File: src/rtl/lamp_conflict_monitor_if.sv
// Lamp bus between the traffic-light controller and the conflict monitor.
// The controller drives the lamp requests; the monitor drives the physical lamp pins and fault status.
interface lamp_conflict_monitor_if;
   logic       road_green_in;
   logic       road_yellow_in;
   logic       road_red_in;
   logic       ped_green_in;
   logic       ped_red_in;
   logic       clear_fault;
   logic       pin4_green;
   logic       pin5_yellow;
   logic       pin6_red;
   logic       pin7_ped_green;
   logic       pin8_ped_red;
   logic       fault;
   logic [2:0] fault_code;

   modport master (
      output road_green_in, road_yellow_in, road_red_in, ped_green_in, ped_red_in, clear_fault,
      input  pin4_green, pin5_yellow, pin6_red, pin7_ped_green, pin8_ped_red, fault, fault_code
   );

   modport slave (
      input  road_green_in, road_yellow_in, road_red_in, ped_green_in, ped_red_in, clear_fault,
      output pin4_green, pin5_yellow, pin6_red, pin7_ped_green, pin8_ped_red, fault, fault_code
   );
endinterface

File: src/rtl/lamp_conflict_monitor.sv
// Independent lamp safety checker: registers controller requests, checks them, and either
// passes them to the lamp pins or latches a fault code and drives the flashing-yellow fail-safe.
module lamp_conflict_monitor #(
   parameter int unsigned TIMER_SCALE      = 16000000,
   parameter int unsigned MIN_YELLOW_TICKS = 80000000,
   parameter int unsigned DARK_TICKS       = 1600000
) (
   input  logic                  pin3_clk_16mhz,
   input  logic                  pin2_rst_n,
   lamp_conflict_monitor_if.slave lamp
);
   localparam int unsigned HALF_PERIOD = TIMER_SCALE / 2;
   localparam int FLASH_W = (HALF_PERIOD > 1) ? $clog2(HALF_PERIOD) : 1;
   localparam int DARK_W  = $clog2(DARK_TICKS + 1);
   localparam logic [FLASH_W-1:0] FLASH_LAST = FLASH_W'(HALF_PERIOD - 1);
   localparam logic [DARK_W-1:0]  DARK_LAST  = DARK_W'(DARK_TICKS - 1);
   localparam logic [DARK_W-1:0]  DARK_MAX   = DARK_W'(DARK_TICKS);
   localparam logic [31:0]        MIN_YELLOW = 32'(MIN_YELLOW_TICKS);
   // Pin vector order: {ped_red, ped_green, road_red, road_yellow, road_green}
   localparam logic [4:0] PINS_RESET    = 5'b10000;
   localparam logic [4:0] PINS_FAILSAFE = 5'b10010;

   typedef enum logic [1:0] {ARMING, MONITOR, FAULT} state_t;
   typedef enum logic [1:0] {LAMP_NONE, LAMP_GREEN, LAMP_YELLOW, LAMP_RED} lamp_t;

   state_t               state_reg;
   lamp_t                last_lamp_reg;
   logic [4:0]           in_q;
   logic [4:0]           pins_reg;
   logic                 fault_reg;
   logic [2:0]           fault_code_reg;
   logic [DARK_W-1:0]    dark_cnt_reg;
   logic [31:0]          yellow_cnt_reg;
   logic [FLASH_W-1:0]   flash_cnt_reg;

   logic [DARK_W-1:0]    dark_cnt_next;
   logic [31:0]          yellow_cnt_next;
   logic [2:0]           road;
   logic [2:0]           road_pair;
   logic                 road_one_hot;
   logic                 road_dark;
   lamp_t                cur_lamp;
   lamp_t                succ_lamp;
   logic                 conflict, multi_road, ped_both, dark_viol, seq_viol, short_yellow;
   logic                 basic_viol;
   logic [2:0]           viol_code;

   assign road = in_q[2:0];

   generate
      for (genvar gi = 0; gi < 3; gi++) begin : g_pair
         assign road_pair[gi] = road[gi] & road[(gi + 1) % 3];
      end
   endgenerate

   assign road_one_hot = (road == 3'b001) || (road == 3'b010) || (road == 3'b100);
   assign road_dark    = (road == 3'b000);

   always_comb begin
      cur_lamp = LAMP_NONE;
      case (road)
         3'b001:  cur_lamp = LAMP_GREEN;
         3'b010:  cur_lamp = LAMP_YELLOW;
         3'b100:  cur_lamp = LAMP_RED;
         default: cur_lamp = LAMP_NONE;
      endcase
   end

   always_comb begin
      succ_lamp = LAMP_NONE;
      case (last_lamp_reg)
         LAMP_GREEN:  succ_lamp = LAMP_YELLOW;
         LAMP_YELLOW: succ_lamp = LAMP_RED;
         LAMP_RED:    succ_lamp = LAMP_GREEN;
         default:     succ_lamp = LAMP_NONE;
      endcase
   end

   assign conflict     = in_q[3] & ~in_q[2];
   assign multi_road   = |road_pair;
   assign ped_both     = in_q[3] & in_q[4];
   assign dark_viol    = road_dark && (dark_cnt_reg >= DARK_LAST);
   // NONE accepts anything; re-lighting the remembered lamp after a gap is legal
   assign seq_viol     = road_one_hot && (last_lamp_reg != LAMP_NONE) &&
                         (cur_lamp != last_lamp_reg) && (cur_lamp != succ_lamp);
   // A non-zero yellow count on a red sample means yellow was lit on the previous sample
   assign short_yellow = (road == 3'b100) && (yellow_cnt_reg != 32'd0) &&
                         (yellow_cnt_reg < MIN_YELLOW);
   assign basic_viol   = conflict | multi_road | ped_both;

   always_comb begin
      viol_code = 3'd0;
      if (conflict)                                     viol_code = 3'd1;
      else if (multi_road)                              viol_code = 3'd2;
      else if (ped_both)                                viol_code = 3'd3;
      else if (dark_viol)                               viol_code = 3'd4;
      else if ((state_reg == MONITOR) && seq_viol)      viol_code = 3'd5;
      else if ((state_reg == MONITOR) && short_yellow)  viol_code = 3'd6;
   end

   assign dark_cnt_next   = !road_dark ? '0 :
                            (dark_cnt_reg == DARK_MAX) ? DARK_MAX : dark_cnt_reg + DARK_W'(1);
   assign yellow_cnt_next = !in_q[1] ? 32'd0 :
                            (&yellow_cnt_reg) ? yellow_cnt_reg : yellow_cnt_reg + 32'd1;

   always_ff @(posedge pin3_clk_16mhz or negedge pin2_rst_n) begin
      if (!pin2_rst_n) begin
         in_q           <= '0;
         state_reg      <= ARMING;
         last_lamp_reg  <= LAMP_NONE;
         pins_reg       <= PINS_RESET;
         fault_reg      <= 1'b0;
         fault_code_reg <= 3'd0;
         dark_cnt_reg   <= '0;
         yellow_cnt_reg <= 32'd0;
         flash_cnt_reg  <= '0;
      end else begin
         in_q           <= {lamp.ped_red_in, lamp.ped_green_in, lamp.road_red_in,
                            lamp.road_yellow_in, lamp.road_green_in};
         dark_cnt_reg   <= dark_cnt_next;
         yellow_cnt_reg <= yellow_cnt_next;
         if (road_one_hot) last_lamp_reg <= cur_lamp;

         case (state_reg)
            ARMING, MONITOR: begin
               if (viol_code != 3'd0) begin
                  state_reg      <= FAULT;
                  fault_reg      <= 1'b1;
                  fault_code_reg <= viol_code;
                  pins_reg       <= PINS_FAILSAFE;
                  flash_cnt_reg  <= '0;
               end else begin
                  pins_reg <= in_q;
                  if ((state_reg == ARMING) && road_one_hot) state_reg <= MONITOR;
               end
            end
            FAULT: begin
               if (lamp.clear_fault && !basic_viol) begin
                  state_reg      <= ARMING;
                  fault_reg      <= 1'b0;
                  fault_code_reg <= 3'd0;
                  pins_reg       <= in_q;
                  dark_cnt_reg   <= '0;
                  yellow_cnt_reg <= 32'd0;
                  flash_cnt_reg  <= '0;
                  last_lamp_reg  <= LAMP_NONE;
               end else if (flash_cnt_reg == FLASH_LAST) begin
                  flash_cnt_reg <= '0;
                  pins_reg[1]   <= ~pins_reg[1];
               end else begin
                  flash_cnt_reg <= flash_cnt_reg + FLASH_W'(1);
               end
            end
            default: state_reg <= ARMING;
         endcase
      end
   end

   assign lamp.pin4_green     = pins_reg[0];
   assign lamp.pin5_yellow    = pins_reg[1];
   assign lamp.pin6_red       = pins_reg[2];
   assign lamp.pin7_ped_green = pins_reg[3];
   assign lamp.pin8_ped_red   = pins_reg[4];
   assign lamp.fault          = fault_reg;
   assign lamp.fault_code     = fault_code_reg;
endmodule

File: src/flat_wrapper.sv
// flat-port wrapper written by rule: the top's interface ports become plain ports
module lamp_conflict_monitor_flat 
#(
   parameter int unsigned TIMER_SCALE      = 16000000,
   parameter int unsigned MIN_YELLOW_TICKS = 80000000,
   parameter int unsigned DARK_TICKS       = 1600000
)
  (pin3_clk_16mhz, pin2_rst_n, lamp_road_green_in, lamp_road_yellow_in, lamp_road_red_in, lamp_ped_green_in, lamp_ped_red_in, lamp_clear_fault, lamp_pin4_green, lamp_pin5_yellow, lamp_pin6_red, lamp_pin7_ped_green, lamp_pin8_ped_red, lamp_fault, lamp_fault_code);
  lamp_conflict_monitor_if lamp_i ();
  input  logic pin3_clk_16mhz;
  input  logic pin2_rst_n;
  input wire logic [$bits(lamp_i.road_green_in)-1:0] lamp_road_green_in;
  input wire logic [$bits(lamp_i.road_yellow_in)-1:0] lamp_road_yellow_in;
  input wire logic [$bits(lamp_i.road_red_in)-1:0] lamp_road_red_in;
  input wire logic [$bits(lamp_i.ped_green_in)-1:0] lamp_ped_green_in;
  input wire logic [$bits(lamp_i.ped_red_in)-1:0] lamp_ped_red_in;
  input wire logic [$bits(lamp_i.clear_fault)-1:0] lamp_clear_fault;
  output wire logic [$bits(lamp_i.pin4_green)-1:0] lamp_pin4_green;
  output wire logic [$bits(lamp_i.pin5_yellow)-1:0] lamp_pin5_yellow;
  output wire logic [$bits(lamp_i.pin6_red)-1:0] lamp_pin6_red;
  output wire logic [$bits(lamp_i.pin7_ped_green)-1:0] lamp_pin7_ped_green;
  output wire logic [$bits(lamp_i.pin8_ped_red)-1:0] lamp_pin8_ped_red;
  output wire logic [$bits(lamp_i.fault)-1:0] lamp_fault;
  output wire logic [$bits(lamp_i.fault_code)-1:0] lamp_fault_code;
  assign lamp_i.road_green_in = lamp_road_green_in;
  assign lamp_i.road_yellow_in = lamp_road_yellow_in;
  assign lamp_i.road_red_in = lamp_road_red_in;
  assign lamp_i.ped_green_in = lamp_ped_green_in;
  assign lamp_i.ped_red_in = lamp_ped_red_in;
  assign lamp_i.clear_fault = lamp_clear_fault;
  assign lamp_pin4_green = lamp_i.pin4_green;
  assign lamp_pin5_yellow = lamp_i.pin5_yellow;
  assign lamp_pin6_red = lamp_i.pin6_red;
  assign lamp_pin7_ped_green = lamp_i.pin7_ped_green;
  assign lamp_pin8_ped_red = lamp_i.pin8_ped_red;
  assign lamp_fault = lamp_i.fault;
  assign lamp_fault_code = lamp_i.fault_code;
  lamp_conflict_monitor #(.TIMER_SCALE(TIMER_SCALE), .MIN_YELLOW_TICKS(MIN_YELLOW_TICKS), .DARK_TICKS(DARK_TICKS)) u_core (.pin3_clk_16mhz(pin3_clk_16mhz), .pin2_rst_n(pin2_rst_n), .lamp(lamp_i));
endmodule
File: config.mk
export PLATFORM = sky130hd
export DESIGN_NAME = lamp_conflict_monitor_flat
export DESIGN_NICKNAME = d
export VERILOG_FILES = /design/src/rtl/lamp_conflict_monitor_if.sv /design/src/rtl/lamp_conflict_monitor.sv /design/src/flat_wrapper.sv
export SDC_FILE = /design/constraint.sdc
export NUM_CORES = 1
export LEC_CHECK = 0
export CAP_MARGIN = 15
export CORE_ASPECT_RATIO = 1.4
export CORE_MARGIN = 8
export CORE_UTILIZATION = 69
export CTS_BUF_LIST = sky130_fd_sc_hd__clkbuf_4 sky130_fd_sc_hd__clkbuf_8
export DETAILED_ROUTE_END_ITERATION = 10
export PLACE_DENSITY_LB_ADDON = 0.2
export SKIP_LAST_GASP = 1
export SYNTH_ARGS = -nofsm -noshare
export SYNTH_HDL_FRONTEND = slang
export SYNTH_SLANG_ARGS = --single-unit
File: constraint.sdc
create_clock -name pin3_clk_16mhz -period 5.35 [get_ports pin3_clk_16mhz]
set_input_delay 0.8025 -clock pin3_clk_16mhz [delete_from_list [all_inputs] [get_ports pin3_clk_16mhz]]
set_output_delay 0.8025 -clock pin3_clk_16mhz [all_outputs]
set_load 0.1 [all_outputs]
Yosys cells after proc, flatten, opt, wreduce, memory -nomap -nowiden
Index checks and enable logic that the tools add are counted.

Flip-flop bits (word level): 94. Output and inout port bits: 9.

Add/sub/neg operators: 3. Magnitude comparators: 2. Equal/unequal tests: 16. Multiplexer cells: 39. Bitwise gates (word level): 9. Reductions and logical operators: 27.

Operators with widths (count): $mux W32 (4); $mux W21 (4); $mux W23 (3); $pmux W23 S2 (1); $add A32 B1 Y32 const B (1); $lt A32 B27 Y1 const B (1); $reduce_and A32 Y1 (1); $reduce_bool A32 Y1 (1); $mux W3 (9); $add A23 B1 Y23 const B (1); $eq A23 B23 Y1 const B (1); $add A21 B1 Y21 const B (1); $eq A21 B21 Y1 const B (1); $ge A21 B21 Y1 const B (1); $mux W2 (6); $pmux W2 S3 (2); $logic_and A1 B1 Y1 (10); $pmux W5 S2 (1); $reduce_and A2 Y1 (4); $eq A2 B2 Y1 const B (3); $ne A3 B1 Y1 const B (2); $pmux W3 S2 (1); $and A1 B1 Y1 (5); $mux W1 (5); 20 further kinds (27).

Longest topological paths before layout
Word-level depth: 15. Gate-level depth with buffers: 9. Gate-level depth less buffers: 8.

Least setup slack after synthesis
No wires, ideal clock.

Path type: register -> register. Start point: register u_core.last_lamp_reg[0]. End point: register u_core.flash_cnt_reg[16]. Setup time: 0.145 ns. Arrival: 2.111 ns. Data required time: 5.205 ns. Setup slack: 3.094 ns. Stages on the path, launching flop included: 10. Path buffers: 1. Cell sequence: dfrtp_1 inv_1 ha_1 or3b_1 a41o_1 a221o_1 o21a_1 nand4_4 buf_6 a41oi_2.

Cells in the longest elaborated chain, start to end: 13.

Ends and longest elaborated chain: start, declared (RTL line lamp_conflict_monitor.sv:27) `lamp_t last_lamp_reg;`; start signal, assigned (RTL line lamp_conflict_monitor.sv:122) `if (road_one_hot) last_lamp_reg <= cur_lamp;`; $eq A2 B2 Y1 (tied with other cells) (RTL line lamp_conflict_monitor.sv:71) `case (last_lamp_reg)`; $pmux W2 S3 or $logic_and A1 B1 Y1 (tied branches) (RTL line lamp_conflict_monitor.sv:71, lamp_conflict_monitor.sv:84); $ne A2 B2 Y1 or $logic_and A1 B1 Y1 (tied branches) (RTL line lamp_conflict_monitor.sv:85, lamp_conflict_monitor.sv:84); $logic_and A1 B1 Y1 (*) (RTL line lamp_conflict_monitor.sv:85) `(cur_lamp != last_lamp_reg) && (cur_lamp != succ_lamp);`; $logic_and A1 B1 Y1 (*) (RTL line lamp_conflict_monitor.sv:97) `else if ((state_reg == MONITOR) && seq_viol) viol_code = 3'd5;`; $mux W3 (*) (RTL line lamp_conflict_monitor.sv:97); $mux W3 (*) (RTL line lamp_conflict_monitor.sv:96) `else if (dark_viol) viol_code = 3'd4;`; $mux W3 (*) (RTL line lamp_conflict_monitor.sv:95) `else if (ped_both) viol_code = 3'd3;`; $mux W3 (*) (RTL line lamp_conflict_monitor.sv:94) `else if (multi_road) viol_code = 3'd2;`; $mux W3 (*) (RTL line lamp_conflict_monitor.sv:93) `if (conflict) viol_code = 3'd1;`; $reduce_bool A3 Y1 (*) (RTL line lamp_conflict_monitor.sv:126) `if (viol_code != 3'd0) begin`; $ne A2 B1 Y1 (no line) (*); $reduce_and A2 Y1 (no line) (*); end signal, assigned (RTL line lamp_conflict_monitor.sv:151) `flash_cnt_reg <= flash_cnt_reg + FLASH_W'(1);`; end, declared (RTL line lamp_conflict_monitor.sv:34) `logic [FLASH_W-1:0] flash_cnt_reg;`.

Mark *: on every way between the ends. The rest lies on a longest branch, timed or not. A chain may end at the register's enable or synchronous reset.

Worst setup path in the final report
Start point: register u_core.pins_reg[4]. End point: output port lamp_pin8_ped_red.

RTL lines: start, declared (RTL line lamp_conflict_monitor.sv:29) `logic [4:0] pins_reg;`; start signal, assigned (RTL line lamp_conflict_monitor.sv:133) `pins_reg <= in_q;`; start signal, assigned (RTL line lamp_conflict_monitor.sv:142) `pins_reg <= in_q;`; end, declared (RTL line flat_wrapper.sv:22) `output wire logic [$bits(lamp_i.pin8_ped_red)-1:0] lamp_pin8_ped_red;`.

No word-level cell between the ends.

==> flow_summary.ini <==
[placed_design]
place_congestion = 0.8766
dp_hpwl_um = 8095
dp_slack_ps = 2190
port_buffers = 16

[timing]
grt_setup_unrepaired = no
final.period_utilization_pct = 53.32
relSlewSlack_pct = 30.74
hold_ws_ps = 356.0
drv_slew = 0
setup_viol = 0
clock-skew-final_ps = 11.13
timing.final.ws_setup_ps = 2497
fmax_ghz = 0.3505
tightest_slew_ps = 1036
hold_viol = 0
finalSetupTns_ps = 0
period_needed_ps = 2853

[global_routing]
grt_pass1_wl_um = 20380
grt_overflow = 0
grt_start_max_net_pins = 63
grt.total_usage_pct = 22.01
antenna_found_initial = 0
grt_pass1_vias = 4391

[critical_path]
crit_path_start_kind = flip-flop
cp.required_ps = 4550
rrSetupSlack_ps = 2590
r2r_end = u_core.yellow_cnt_reg[6]$_DFF_PN0_
path_class = flip-flop to primary output
rr_worst_depth = 5
crit_path_top_delay_cell = clkdlybuf4s50_1
worstSetupEndpointType = primary output
arrival_ps = 2050
cp_num_buf_inv = 1
r2r_start = u_core.in_q[1]$_DFF_PN0_
cp_max_fo = 2
crit_chain = clkdlybuf4s50_1
cp_slowest_stage_delay_ps = 1140
crit_family = buffers and inverters

[layout]
fin_util_pct = 74.94
largest_reg_flops = 32
final_layout_size_suffix_gt1_share_pct = 7.603
final_common_cell = dfrtp_1
fin_nets = 616
layout_common_cells = dfrtp_1 (93), nor2_1 (83), nand2_1 (51), xor2_1 (35), nand4_1 (32)
syn_to_final_growth_pct = 5.142
num_antenna_cells = 0

[run]
max-cap-violations = 0

[synthesis]
muxShareOfSynthArea_pct = 0.1812
synth_area_um2 = 5524
synthCells = 604
synthTopCellsByArea = dfrtp_1 (42%), nor2_1 (5.6%), xor2_1 (5.5%)
synth_compound_area_share_pct = 14.65
synth_nets = 620
synth_top_family_by_area = simple AND/OR/NAND/NOR gates
synth-edff-count = 0
yosysWarnings = 0
synth_area_leader_cell = dfrtp_1
synth_seq_area_share_pct = 42.60
netlist.area_leader.share_pct = 42.13
synthArstFlopShare_pct = 100.0
synth_fa_ha_area_share_pct = 2.016
synth-simple-area-share_pct = 27.57
ys_seq_elements = 94
synth.distinct_cells = 66
synth-xor-area-share_pct = 7.928
synth_ff_type = dfrtp_1
postSynthAreaPerCell_um2 = 9.146

[power_and_ir_drop]
finalPower_mw = 1.834
ir_drop_mv = 0.2937
power-per-cell-area_nw_per_um2 = 315.7
clockPowerShare_pct = 23.7
switching_share_pct = 39.86
seqPwrFrac_pct = 45.0
power.share.combinational_pct = 31.3
leakagePower_nw = 2.361
cellInternalPower_mw = 1.103
p_sw_mw = 0.7309

[detailed_routing]
ant_nets = 0
dr.first_iter.drc_count = 247
drcViolationCount = 0
routedWlPerCell_um = 16.64
highest_layer = met4
num_vias = 4547
met3_length_um = 398
wl_um = 11730
route.met2.wl_um = 6138
drtPass1Iterations = 4
viasPerCell = 6.450
wl_met1_um = 5034

[floorplanning]
core-area_um2 = 7750
die_area_um2 = 11170
die-height_um = 121.9
io_pins = 17
die_w_um = 91.62
start_util_pct = 71.28
row_count = 38

[clock_network]
clock_sinks = 94
cts_resized = 0
cts-buffers-inserted = 9
cts.clk_slew.worst_paths_ps = 90
cts_tree = yes
post_cts_buffers = 0
cts_buffer_depth = 2
clock_latency_ps = 370
cts_root_buf = clkbuf_8
hold_buffers = 0
h-tree-depth = 3

[worst_hold_path]
hold_class = input pin to asynchronous set/reset pin

[run_status]
status = complete, no violations
[power by group through the flow]
stage	registers, mW	clock network, mW	logic (mW)
final	0.825	0.435	0.575
after global routing	0.833	0.467	0.617
after CTS	0.824	0.444	0.577
after detailed placement	0.837	0	0.575
after global placement	0.834	0	0.563
after floorplan	1.01	0	0.277
[logic make-up after synthesis]
group | after synthesis
simple gates | 284
compound gates | 109
flops | 94
buf+inv | 57
xor+xnor | 50
fa+ha+maj | 9
mux | 1
[per-layer routing]
layer	up-vias	global-route usage (%)
li1	2184	-
met1	2250	26.10
met2	99	38.12
met3	14	3.079
met4	0	11.31
met5	-	0
[cells in the mapped netlist, drive strengths merged, types with 5 or more instances]
cell    count
o211a       5
ha          8
a21oi      30
o211ai      7
inv        24
nor2       83
nand4      35
nand3      31
xor2       35
xnor2      15
dfrtp      93
a41oi      16
nor4       16
nand2      51
o21ai      19
and4       10
nor3       18
buf        18
or3         5
nand2b      5
and3        7
a31oi       6
clkbuf     15
[stage by stage]
| step | area, µm² | std cells |
|---|---|---|
| after floorplan | 5524 | 604 |
| after global placement | 5633 | 689 |
| after detailed placement | 5633 | 689 |
| after CTS | 5808 | 705 |
| after global routing | 5808 | 705 |
| final | 5808 | 705 |
[worst max-delay path by stage]
| stage | start | endpoint | slack, ps | depth (start not counted) |
|---|---|---|---|---|
| CTS | u_core.pins_reg[4]$_DFFE_PN1P_ | lamp_pin8_ped_red | 2460 | 1 |
| global placement | lamp_clear_fault | u_core.yellow_cnt_reg[6]$_DFF_PN0_ | 2230 | 6 |
| global route | u_core.in_q[1]$_DFF_PN0_ | u_core.yellow_cnt_reg[10]$_DFF_PN0_ | 2410 | 5 |
| detailed placement | lamp_clear_fault | u_core.yellow_cnt_reg[27]$_DFF_PN0_ | 2190 | 6 |
| floorplan | u_core.last_lamp_reg[0]$_DFF_PN0_ | u_core.flash_cnt_reg[16]$_DFFE_PN0P_ | 3090 | 9 |
| finish | u_core.pins_reg[4]$_DFFE_PN1P_ | lamp_pin8_ped_red | 2500 | 1 |
[layout make-up]
type / instances / area, µm²
Fill cell: 614 / 1942
Clock buffer: 11 / 138.9
Tap cell: 100 / 125.1
Sequential cell: 94 / 2354
Clock inverter: 5 / 36.28
Timing Repair Buffer: 18 / 172.7
Multi-Input combinational cell: 453 / 2892
Inverter: 24 / 90.09
Power figures use the tool's default switching activity.
